===== src/rtl/arith_rr_sequencer_if.sv =====
// Bundles the two requester command ports and the tagged response port of
// arith_rr_sequencer. The slave modport is the sequencer's view; the master
// modport is the view of the requesters plus the response consumer.
interface arith_rr_sequencer_if #(
    parameter int WIDTH = 8
);

    logic             req0_valid;
    logic             req0_ready;
    logic [1:0]       req0_op;
    logic [WIDTH-1:0] req0_a;
    logic [WIDTH-1:0] req0_b;

    logic             req1_valid;
    logic             req1_ready;
    logic [1:0]       req1_op;
    logic [WIDTH-1:0] req1_a;
    logic [WIDTH-1:0] req1_b;

    logic             rsp_valid;
    logic             rsp_ready;
    logic             rsp_id;
    logic [WIDTH-1:0] rsp_lo;
    logic [WIDTH-1:0] rsp_hi;
    logic             rsp_div0;

    modport master (
        output req0_valid, req0_op, req0_a, req0_b,
        output req1_valid, req1_op, req1_a, req1_b,
        output rsp_ready,
        input  req0_ready, req1_ready,
        input  rsp_valid, rsp_id, rsp_lo, rsp_hi, rsp_div0
    );

    modport slave (
        input  req0_valid, req0_op, req0_a, req0_b,
        input  req1_valid, req1_op, req1_a, req1_b,
        input  rsp_ready,
        output req0_ready, req1_ready,
        output rsp_valid, rsp_id, rsp_lo, rsp_hi, rsp_div0
    );

endinterface


===== src/rtl/arith_rr_sequencer.sv =====
// arith_rr_sequencer: one iterative arithmetic engine (ADD, SUB, shift-add
// MUL, restoring DIV) shared by two requesters through a round-robin arbiter.
// A three-state FSM (IDLE/EXEC/DONE) sequences the datapath and returns a
// tagged, registered result over a valid/ready response port.
// Optional feature macro ARITH_RR_STATS_EN adds per-requester saturating
// completed-operation counters stat_ops0/stat_ops1 of CNT_W bits.
module arith_rr_sequencer #(
    parameter int WIDTH = 8,
    parameter int CNT_W = 16
) (
    input  logic                clk,
    input  logic                rst_n,
    arith_rr_sequencer_if.slave bus
`ifdef ARITH_RR_STATS_EN
    ,
    output logic [CNT_W-1:0]    stat_ops0,
    output logic [CNT_W-1:0]    stat_ops1
`endif
);

    localparam logic [1:0] OP_ADD = 2'b00;
    localparam logic [1:0] OP_SUB = 2'b01;
    localparam logic [1:0] OP_MUL = 2'b10;
    localparam logic [1:0] OP_DIV = 2'b11;

    localparam int ITER_W = $clog2(WIDTH + 1);
    localparam logic [ITER_W-1:0] LAST_ITER = ITER_W'(WIDTH - 1);

    typedef enum logic [1:0] {
        IDLE,
        EXEC,
        DONE
    } stateT;

    stateT            state_q, state_d;
    logic             lastGrant_q;
    logic [ITER_W-1:0] iter_q;
    logic [1:0]       op_q;
    logic [WIDTH-1:0] a_q;
    logic [WIDTH-1:0] b_q;
    logic             id_q;
    logic [WIDTH-1:0] accHi_q, accHi_d;
    logic [WIDTH-1:0] accLo_q, accLo_d;

    logic             rspValid_q;
    logic             rspId_q;
    logic [WIDTH-1:0] rspLo_q;
    logic [WIDTH-1:0] rspHi_q;
    logic             rspDiv0_q;

    logic             grant0, grant1;
    logic             ready0, ready1;
    logic             accept;
    logic             acceptId;
    logic [1:0]       selOp;
    logic [WIDTH-1:0] selA;
    logic [WIDTH-1:0] selB;

    logic [WIDTH:0]   mulSum;
    logic [WIDTH:0]   divTrial;
    logic [WIDTH:0]   divDiff;
    logic [WIDTH:0]   addSum;
    logic [WIDTH:0]   subDiff;
    logic             divByZero;
    logic             longOp;
    logic             execDone;
    logic             rspHandshake;
    logic [WIDTH-1:0] resLo;
    logic [WIDTH-1:0] resHi;
    logic             resDiv0;

    // Round-robin arbitration: a lone requester always wins, a tie goes to
    // whoever was not granted last; readies only open while the engine idles.
    always_comb begin
        grant0 = bus.req0_valid & (~bus.req1_valid | lastGrant_q);
        grant1 = bus.req1_valid & (~bus.req0_valid | ~lastGrant_q);
        ready0 = (state_q == IDLE) & grant0;
        ready1 = (state_q == IDLE) & grant1;
    end

    assign accept   = ready0 | ready1;
    assign acceptId = ready1;
    assign selOp    = acceptId ? bus.req1_op : bus.req0_op;
    assign selA     = acceptId ? bus.req1_a  : bus.req0_a;
    assign selB     = acceptId ? bus.req1_b  : bus.req0_b;

    assign bus.req0_ready = ready0;
    assign bus.req1_ready = ready1;

    // One step of the iterative datapath: shift-add for MUL keeps the running
    // high half in accHi and the unconsumed multiplier bits in accLo; restoring
    // divide keeps the partial remainder in accHi and shifts quotient bits into accLo.
    always_comb begin
        mulSum   = {1'b0, accHi_q} + (accLo_q[0] ? {1'b0, a_q} : '0);
        divTrial = {accHi_q, accLo_q[WIDTH-1]};
        divDiff  = divTrial - {1'b0, b_q};
        accHi_d  = accHi_q;
        accLo_d  = accLo_q;
        if (op_q == OP_MUL) begin
            accHi_d = mulSum[WIDTH:1];
            accLo_d = {mulSum[0], accLo_q[WIDTH-1:1]};
        end else if (op_q == OP_DIV) begin
            if (divDiff[WIDTH]) begin
                accHi_d = divTrial[WIDTH-1:0];
                accLo_d = {accLo_q[WIDTH-2:0], 1'b0};
            end else begin
                accHi_d = divDiff[WIDTH-1:0];
                accLo_d = {accLo_q[WIDTH-2:0], 1'b1};
            end
        end
    end

    // Result selection for the cycle in which EXEC finishes; single-cycle ops
    // and divide-by-zero bypass the iteration entirely.
    always_comb begin
        addSum    = {1'b0, a_q} + {1'b0, b_q};
        subDiff   = {1'b0, a_q} - {1'b0, b_q};
        divByZero = (op_q == OP_DIV) && (b_q == '0);
        longOp    = (op_q == OP_MUL) || ((op_q == OP_DIV) && !divByZero);
        execDone  = !longOp || (iter_q == LAST_ITER);
        resLo     = '0;
        resHi     = '0;
        resDiv0   = 1'b0;
        case (op_q)
            OP_ADD: begin
                resLo = addSum[WIDTH-1:0];
                resHi = {{(WIDTH-1){1'b0}}, addSum[WIDTH]};
            end
            OP_SUB: begin
                resLo = subDiff[WIDTH-1:0];
                resHi = {{(WIDTH-1){1'b0}}, subDiff[WIDTH]};
            end
            OP_MUL: begin
                resLo = accLo_d;
                resHi = accHi_d;
            end
            default: begin
                if (divByZero) begin
                    resLo   = '1;
                    resHi   = a_q;
                    resDiv0 = 1'b1;
                end else begin
                    resLo = accLo_d;
                    resHi = accHi_d;
                end
            end
        endcase
    end

    assign rspHandshake = rspValid_q & bus.rsp_ready;

    // Next-state logic: accept starts execution, completion parks the result
    // in DONE, and the consumer's handshake frees the engine.
    always_comb begin
        state_d = state_q;
        case (state_q)
            IDLE:    if (accept)       state_d = EXEC;
            EXEC:    if (execDone)     state_d = DONE;
            DONE:    if (rspHandshake) state_d = IDLE;
            default: state_d = IDLE;
        endcase
    end

    // State register.
    always_ff @(posedge clk or negedge rst_n) begin
        if (!rst_n) begin
            state_q <= IDLE;
        end else begin
            state_q <= state_d;
        end
    end

    // Command capture on accept and accumulator/iteration updates during EXEC;
    // operands are held privately so requester port changes cannot disturb the op.
    always_ff @(posedge clk or negedge rst_n) begin
        if (!rst_n) begin
            lastGrant_q <= 1'b1;
            iter_q      <= '0;
            op_q        <= OP_ADD;
            a_q         <= '0;
            b_q         <= '0;
            id_q        <= 1'b0;
            accHi_q     <= '0;
            accLo_q     <= '0;
        end else if (accept) begin
            lastGrant_q <= acceptId;
            iter_q      <= '0;
            op_q        <= selOp;
            a_q         <= selA;
            b_q         <= selB;
            id_q        <= acceptId;
            accHi_q     <= '0;
            accLo_q     <= (selOp == OP_DIV) ? selA : selB;
        end else if (state_q == EXEC) begin
            iter_q  <= iter_q + ITER_W'(1);
            accHi_q <= accHi_d;
            accLo_q <= accLo_d;
        end
    end

    // Response registers: loaded when EXEC completes and held untouched until
    // the consumer takes them, so back-pressure never changes the fields.
    always_ff @(posedge clk or negedge rst_n) begin
        if (!rst_n) begin
            rspValid_q <= 1'b0;
            rspId_q    <= 1'b0;
            rspLo_q    <= '0;
            rspHi_q    <= '0;
            rspDiv0_q  <= 1'b0;
        end else if ((state_q == EXEC) && execDone) begin
            rspValid_q <= 1'b1;
            rspId_q    <= id_q;
            rspLo_q    <= resLo;
            rspHi_q    <= resHi;
            rspDiv0_q  <= resDiv0;
        end else if (rspHandshake) begin
            rspValid_q <= 1'b0;
        end
    end

    assign bus.rsp_valid = rspValid_q;
    assign bus.rsp_id    = rspId_q;
    assign bus.rsp_lo    = rspLo_q;
    assign bus.rsp_hi    = rspHi_q;
    assign bus.rsp_div0  = rspDiv0_q;

`ifdef ARITH_RR_STATS_EN
    logic [CNT_W-1:0] statOps0_q;
    logic [CNT_W-1:0] statOps1_q;

    // Per-requester completed-operation counters, bumped on each response
    // handshake and pinned at all ones once full.
    always_ff @(posedge clk or negedge rst_n) begin
        if (!rst_n) begin
            statOps0_q <= '0;
            statOps1_q <= '0;
        end else if (rspHandshake) begin
            if (!rspId_q && (statOps0_q != '1)) begin
                statOps0_q <= statOps0_q + CNT_W'(1);
            end
            if (rspId_q && (statOps1_q != '1)) begin
                statOps1_q <= statOps1_q + CNT_W'(1);
            end
        end
    end

    assign stat_ops0 = statOps0_q;
    assign stat_ops1 = statOps1_q;
`else
    // Without statistics CNT_W sizes nothing; referencing it here keeps the
    // parameter list identical across both builds.
    if (CNT_W < 1) begin : gNoStatCounters
    end
`endif

endmodule


===== src/flat_wrapper.sv =====
// flat-port wrapper written by rule: the top's interface ports become plain ports
module arith_rr_sequencer_flat 
#(
    parameter int WIDTH = 8,
    parameter int CNT_W = 16
)
  (clk, rst_n, bus_req0_valid, bus_req0_op, bus_req0_a, bus_req0_b, bus_req1_valid, bus_req1_op, bus_req1_a, bus_req1_b, bus_rsp_ready, bus_req0_ready, bus_req1_ready, bus_rsp_valid, bus_rsp_id, bus_rsp_lo, bus_rsp_hi, bus_rsp_div0);
  arith_rr_sequencer_if #(.WIDTH(WIDTH)) bus_i ();
  input  logic clk;
  input  logic rst_n;
  input wire logic [$bits(bus_i.req0_valid)-1:0] bus_req0_valid;
  input wire logic [$bits(bus_i.req0_op)-1:0] bus_req0_op;
  input wire logic [$bits(bus_i.req0_a)-1:0] bus_req0_a;
  input wire logic [$bits(bus_i.req0_b)-1:0] bus_req0_b;
  input wire logic [$bits(bus_i.req1_valid)-1:0] bus_req1_valid;
  input wire logic [$bits(bus_i.req1_op)-1:0] bus_req1_op;
  input wire logic [$bits(bus_i.req1_a)-1:0] bus_req1_a;
  input wire logic [$bits(bus_i.req1_b)-1:0] bus_req1_b;
  input wire logic [$bits(bus_i.rsp_ready)-1:0] bus_rsp_ready;
  output wire logic [$bits(bus_i.req0_ready)-1:0] bus_req0_ready;
  output wire logic [$bits(bus_i.req1_ready)-1:0] bus_req1_ready;
  output wire logic [$bits(bus_i.rsp_valid)-1:0] bus_rsp_valid;
  output wire logic [$bits(bus_i.rsp_id)-1:0] bus_rsp_id;
  output wire logic [$bits(bus_i.rsp_lo)-1:0] bus_rsp_lo;
  output wire logic [$bits(bus_i.rsp_hi)-1:0] bus_rsp_hi;
  output wire logic [$bits(bus_i.rsp_div0)-1:0] bus_rsp_div0;
  assign bus_i.req0_valid = bus_req0_valid;
  assign bus_i.req0_op = bus_req0_op;
  assign bus_i.req0_a = bus_req0_a;
  assign bus_i.req0_b = bus_req0_b;
  assign bus_i.req1_valid = bus_req1_valid;
  assign bus_i.req1_op = bus_req1_op;
  assign bus_i.req1_a = bus_req1_a;
  assign bus_i.req1_b = bus_req1_b;
  assign bus_i.rsp_ready = bus_rsp_ready;
  assign bus_req0_ready = bus_i.req0_ready;
  assign bus_req1_ready = bus_i.req1_ready;
  assign bus_rsp_valid = bus_i.rsp_valid;
  assign bus_rsp_id = bus_i.rsp_id;
  assign bus_rsp_lo = bus_i.rsp_lo;
  assign bus_rsp_hi = bus_i.rsp_hi;
  assign bus_rsp_div0 = bus_i.rsp_div0;
  arith_rr_sequencer #(.WIDTH(WIDTH), .CNT_W(CNT_W)) u_core (.clk(clk), .rst_n(rst_n), .bus(bus_i));
endmodule

===== config.mk =====
export PLATFORM = sky130hd
export DESIGN_NAME = arith_rr_sequencer_flat
export DESIGN_NICKNAME = d
export VERILOG_FILES = /design/src/rtl/arith_rr_sequencer_if.sv /design/src/rtl/arith_rr_sequencer.sv /design/src/flat_wrapper.sv
export SDC_FILE = /design/constraint.sdc
export NUM_CORES = 1
export LEC_CHECK = 0
export ABC_AREA = 1
export CAP_MARGIN = 25
export CORE_MARGIN = 1
export CORE_UTILIZATION = 56
export CTS_BUF_LIST = sky130_fd_sc_hd__clkbuf_2 sky130_fd_sc_hd__clkbuf_4 sky130_fd_sc_hd__clkbuf_8
export CTS_CLUSTER_SIZE = 16
export DETAILED_ROUTE_END_ITERATION = 8
export HOLD_SLACK_MARGIN = 0.05
export PLACE_DENSITY = 0.8
export SLEW_MARGIN = 20
export SYNTH_ARGS = -nofsm -noshare
export SYNTH_HDL_FRONTEND = slang
export SYNTH_SLANG_ARGS = --single-unit
export TNS_END_PERCENT = 30

===== constraint.sdc =====
create_clock -name clk -period 5.6 [get_ports clk]
set_clock_uncertainty 0.15 [all_clocks]
set_input_delay 0.84 -clock clk [delete_from_list [all_inputs] [get_ports clk]]
set_output_delay 0.84 -clock clk [all_outputs]
set_load 0.01 [all_outputs]

==> results_dict.tcl <==
set metrics [dict create \
    outcome "completed" \
    critPathCapture "bus_req1_ready" \
    vias_per_cell 5.73 \
    synthCells 702 \
    area_growth_pct 17.2 \
    antenna_found_initial 0 \
    syn-cell-area_mm2 0.00494 \
    cts_root_buffer "clkbuf_8" \
    die_area_mm2 0.00921 \
    avgSynthCellArea_um2 7.04 \
    synth_top_family_by_area "simple AND/OR/NAND/NOR gates" \
    drt_iter0_markers 324 \
    nFillCells 724 \
    grt_max_degree 62 \
    tns_ns 0 \
    synth_compound_area_share_pct 16.6 \
    worstRegToRegCells 10 \
    vdd_drop_max_mv 0.292 \
    post_cts_buffers 0 \
    clockBufferDepth 2 \
    critPathRequiredTime_ns 4.61 \
    fmax_mhz 276 \
    grt_pass1_vias 4780 \
    synth_edf_count 0 \
    async_reset_ff_share_pct 100 \
    power_leakage_nw 3.08 \
    die_x_um 95.9 \
    wl_per_cell_um 16.7 \
    hold-worst-slack_ns 0.334 \
    drv_cap 0 \
    first_pass_iters 5 \
    via_count 4946 \
    rsz0062_at_grt "false" \
    yosys.area_share.simple_pct 29.3 \
    critPathLaunchType "primary input" \
    r2r_slack_ns 2.27 \
    clk_latency_ns 0.34 \
    power.density_mw_per_mm2 653 \
    place.gp.congestion 1.02 \
    cts-resized-gates 0 \
    crit_type "in -> out" \
    finalCoreUtilization_pct 69.1 \
    design_area_mm2 0.00579 \
    synthesis.nets 780 \
    setup_violations 0 \
    grt_pass1_wl_mm 23.4 \
    ys_seq_area_share_pct 30.9 \
    row_count 33 \
    n_antenna_cell 0 \
    place_hpwl_mm 11.2 \
    multiInputGateArea_mm2 0.00295 \
    fin_crit_ns 3.62 \
    start_util_pct 59.0 \
    cts_max_level 3 \
    ys_types 45 \
    yosys.area_share.adder_pct 9.97 \
    die_y_um 95.9 \
    yosys_most_used_dff "dfrtp_1" \
    cts.clk_slew.worst_paths_ns 0.08 \
    r2r-end "u_core.bus.rsp_hi[3]" \
    r2r_start "u_core.op_q[1]" \
    drive_gt1_share_pct 6.46 \
    drcViolationCount 0 \
    end_kind "output port" \
    holdCritPathClass "reg -> reg" \
    ant_nets 0 \
    cts_tree "done" \
    seq_area_mm2 0.00153 \
    core_region_area_mm2 0.00838 \
    fin_crit_sh_pct 64.6 \
    tightest_slew_ns 0.909 \
    cts_made_buffers 9 \
    cts_num_sinks 61 \
    critPathLaunch "bus_req1_valid" \
    totalWireLength_mm 14.4 \
    portBuffers 61 \
    io_pins 62 \
    max_slew_margin_pct 39.2 \
    overflow 0 \
    synthXorXnorAreaFrac_pct 0.532 \
    fin_nets 831 \
    ys_ff_latch 61 \
    cp_max_fo 22 \
    synth_mux_area_share_pct 3.24 \
    slew_viol_final 0 \
    worst_ep_arrival_time_ns 2.63 \
    track_usage_pct 34.0 \
    postCtsHoldBufs 0 \
    yosysWarnings 0 \
    finalHoldViolations 0 \
    dpl_cell_area_mm2 0.00557 \
]
==> registers in the layout, summed over array words and instances, names as in the netlist, 4 cells and up <==
register and count:
u_core.a_q 8, u_core.accHi_q 8, u_core.accLo_q 8, u_core.b_q 8, u_core.bus.rsp_hi 8, u_core.bus.rsp_lo 8, u_core.iter_q 4
==> placed cells by master (no fill, tap or decap), types with 2 or more instances in the layout <==
cell type	instances
nand2_1	209
inv_1	88
clkdlybuf4s50_1	60
dfrtp_1	60
o21ai_0	58
nand3_1	54
a21oi_1	37
ha_1	33
nor2_1	31
mux2i_1	16
nand4_1	12
clkbuf_8	10
nand2_2	8
o221ai_1	8
a21boi_0	6
nor2_2	5
nand3_2	5
o211ai_1	5
o21ai_1	4
fa_1	4
nand2_4	3
inv_2	3
o22ai_1	3
a21o_1	2
nand3b_1	2
xnor2_1	2
a21oi_2	2
o21a_1	2
nor3_1	2
a22oi_1	2
bufinv_16	2
==> worst max-delay path, stage by stage <==
cell and delay [ns]:
clkdlybuf4s50_1 0.51, nand3_2 0.46, inv_1 0.24, clkdlybuf4s50_1 0.57
==> cell usage after synthesis, types with 3 or more instances <==
master    number  area (um2)
o221ai_1       8        70.1
o211ai_1       5        37.5
nand3_2        5        50.1
nand2_1      209         785
a21oi_1       37         185
o21ai_0       58         290
inv_1         88         330
nor2_1        31         116
fa_1           4        80.1
nand3_1       54         270
clkbuf_1       7        26.3
o21ai_1        4        20.0
buf_2         12        60.1
dfrtp_1       60        1500
nand2_4        3        33.8
buf_6          3        33.8
nor2_2         5        31.3
a21boi_0       6        45.0
ha_1          33         413
o22ai_1        3        18.8
nand4_1       12        75.1
nand2_2        8        50.1
mux2i_1       16         160
inv_2          3        11.3
==> final cells by class <==
cell class / instances / share of cell area (%)
clock buffer: 11 / 2.50
multi-input combinational: 527 / 50.9
timing repair buffer: 62 / 10.6
inverter: 92 / 6.00
clock inverter: 5 / 1.43
tap: 105 / 2.27
sequential: 61 / 26.4
==> worst min path at each step <==
stage | startpoint | to | cells after the start
after CTS | u_core.bus.rsp_lo[6] | u_core.bus.rsp_lo[6] | 2
after floorplan | u_core.iter_q[1] | u_core.iter_q[1] | 2
final | u_core.bus.rsp_lo[6] | u_core.bus.rsp_lo[6] | 2
after detailed placement | u_core.bus.rsp_lo[6] | u_core.bus.rsp_lo[6] | 2
after global routing | u_core.bus.rsp_lo[3] | u_core.bus.rsp_lo[3] | 2
after global placement | u_core.bus.rsp_lo[4] | u_core.bus.rsp_lo[4] | 2
==> cells by family (layout without fill, tap and decap cells) <==
logic type	Yosys count	after routing
compound gates	138	138
xor+xnor	3	3
fa+ha+maj	37	37
buf+inv	114	170
flops	61	61
mux	16	16
simple gates	333	333
==> metrics by stage <==
stage               power, mW  instances  setup WS [ns]
floorplan                2.57        702           3.42
global placement         3.22        847           2.04
detailed placement       3.28        847           1.97
CTS                      3.75        863           1.97
global route             4.14        863           1.85
finish                   3.78        863           1.98
==> per-layer routing <==
metal	wire [um]	up-vias	share of wire, %	track usage [%]
met5	0	-	0	0
met1	6090	2307	42	43.4
met2	6970	185	48	59.1
met3	886	38	6.1	3.95
li1	-	2416	-	-
met4	503	0	3.5	12.4
==> where the power goes <==
part / internal [mW] / switching (mW)
Combinational: 0.869 / 1.54
Sequential: 0.645 / 0.272
Clock: 0.270 / 0.189
Total: 1.78 / 2.00
(Power assumes the default switching activity.)
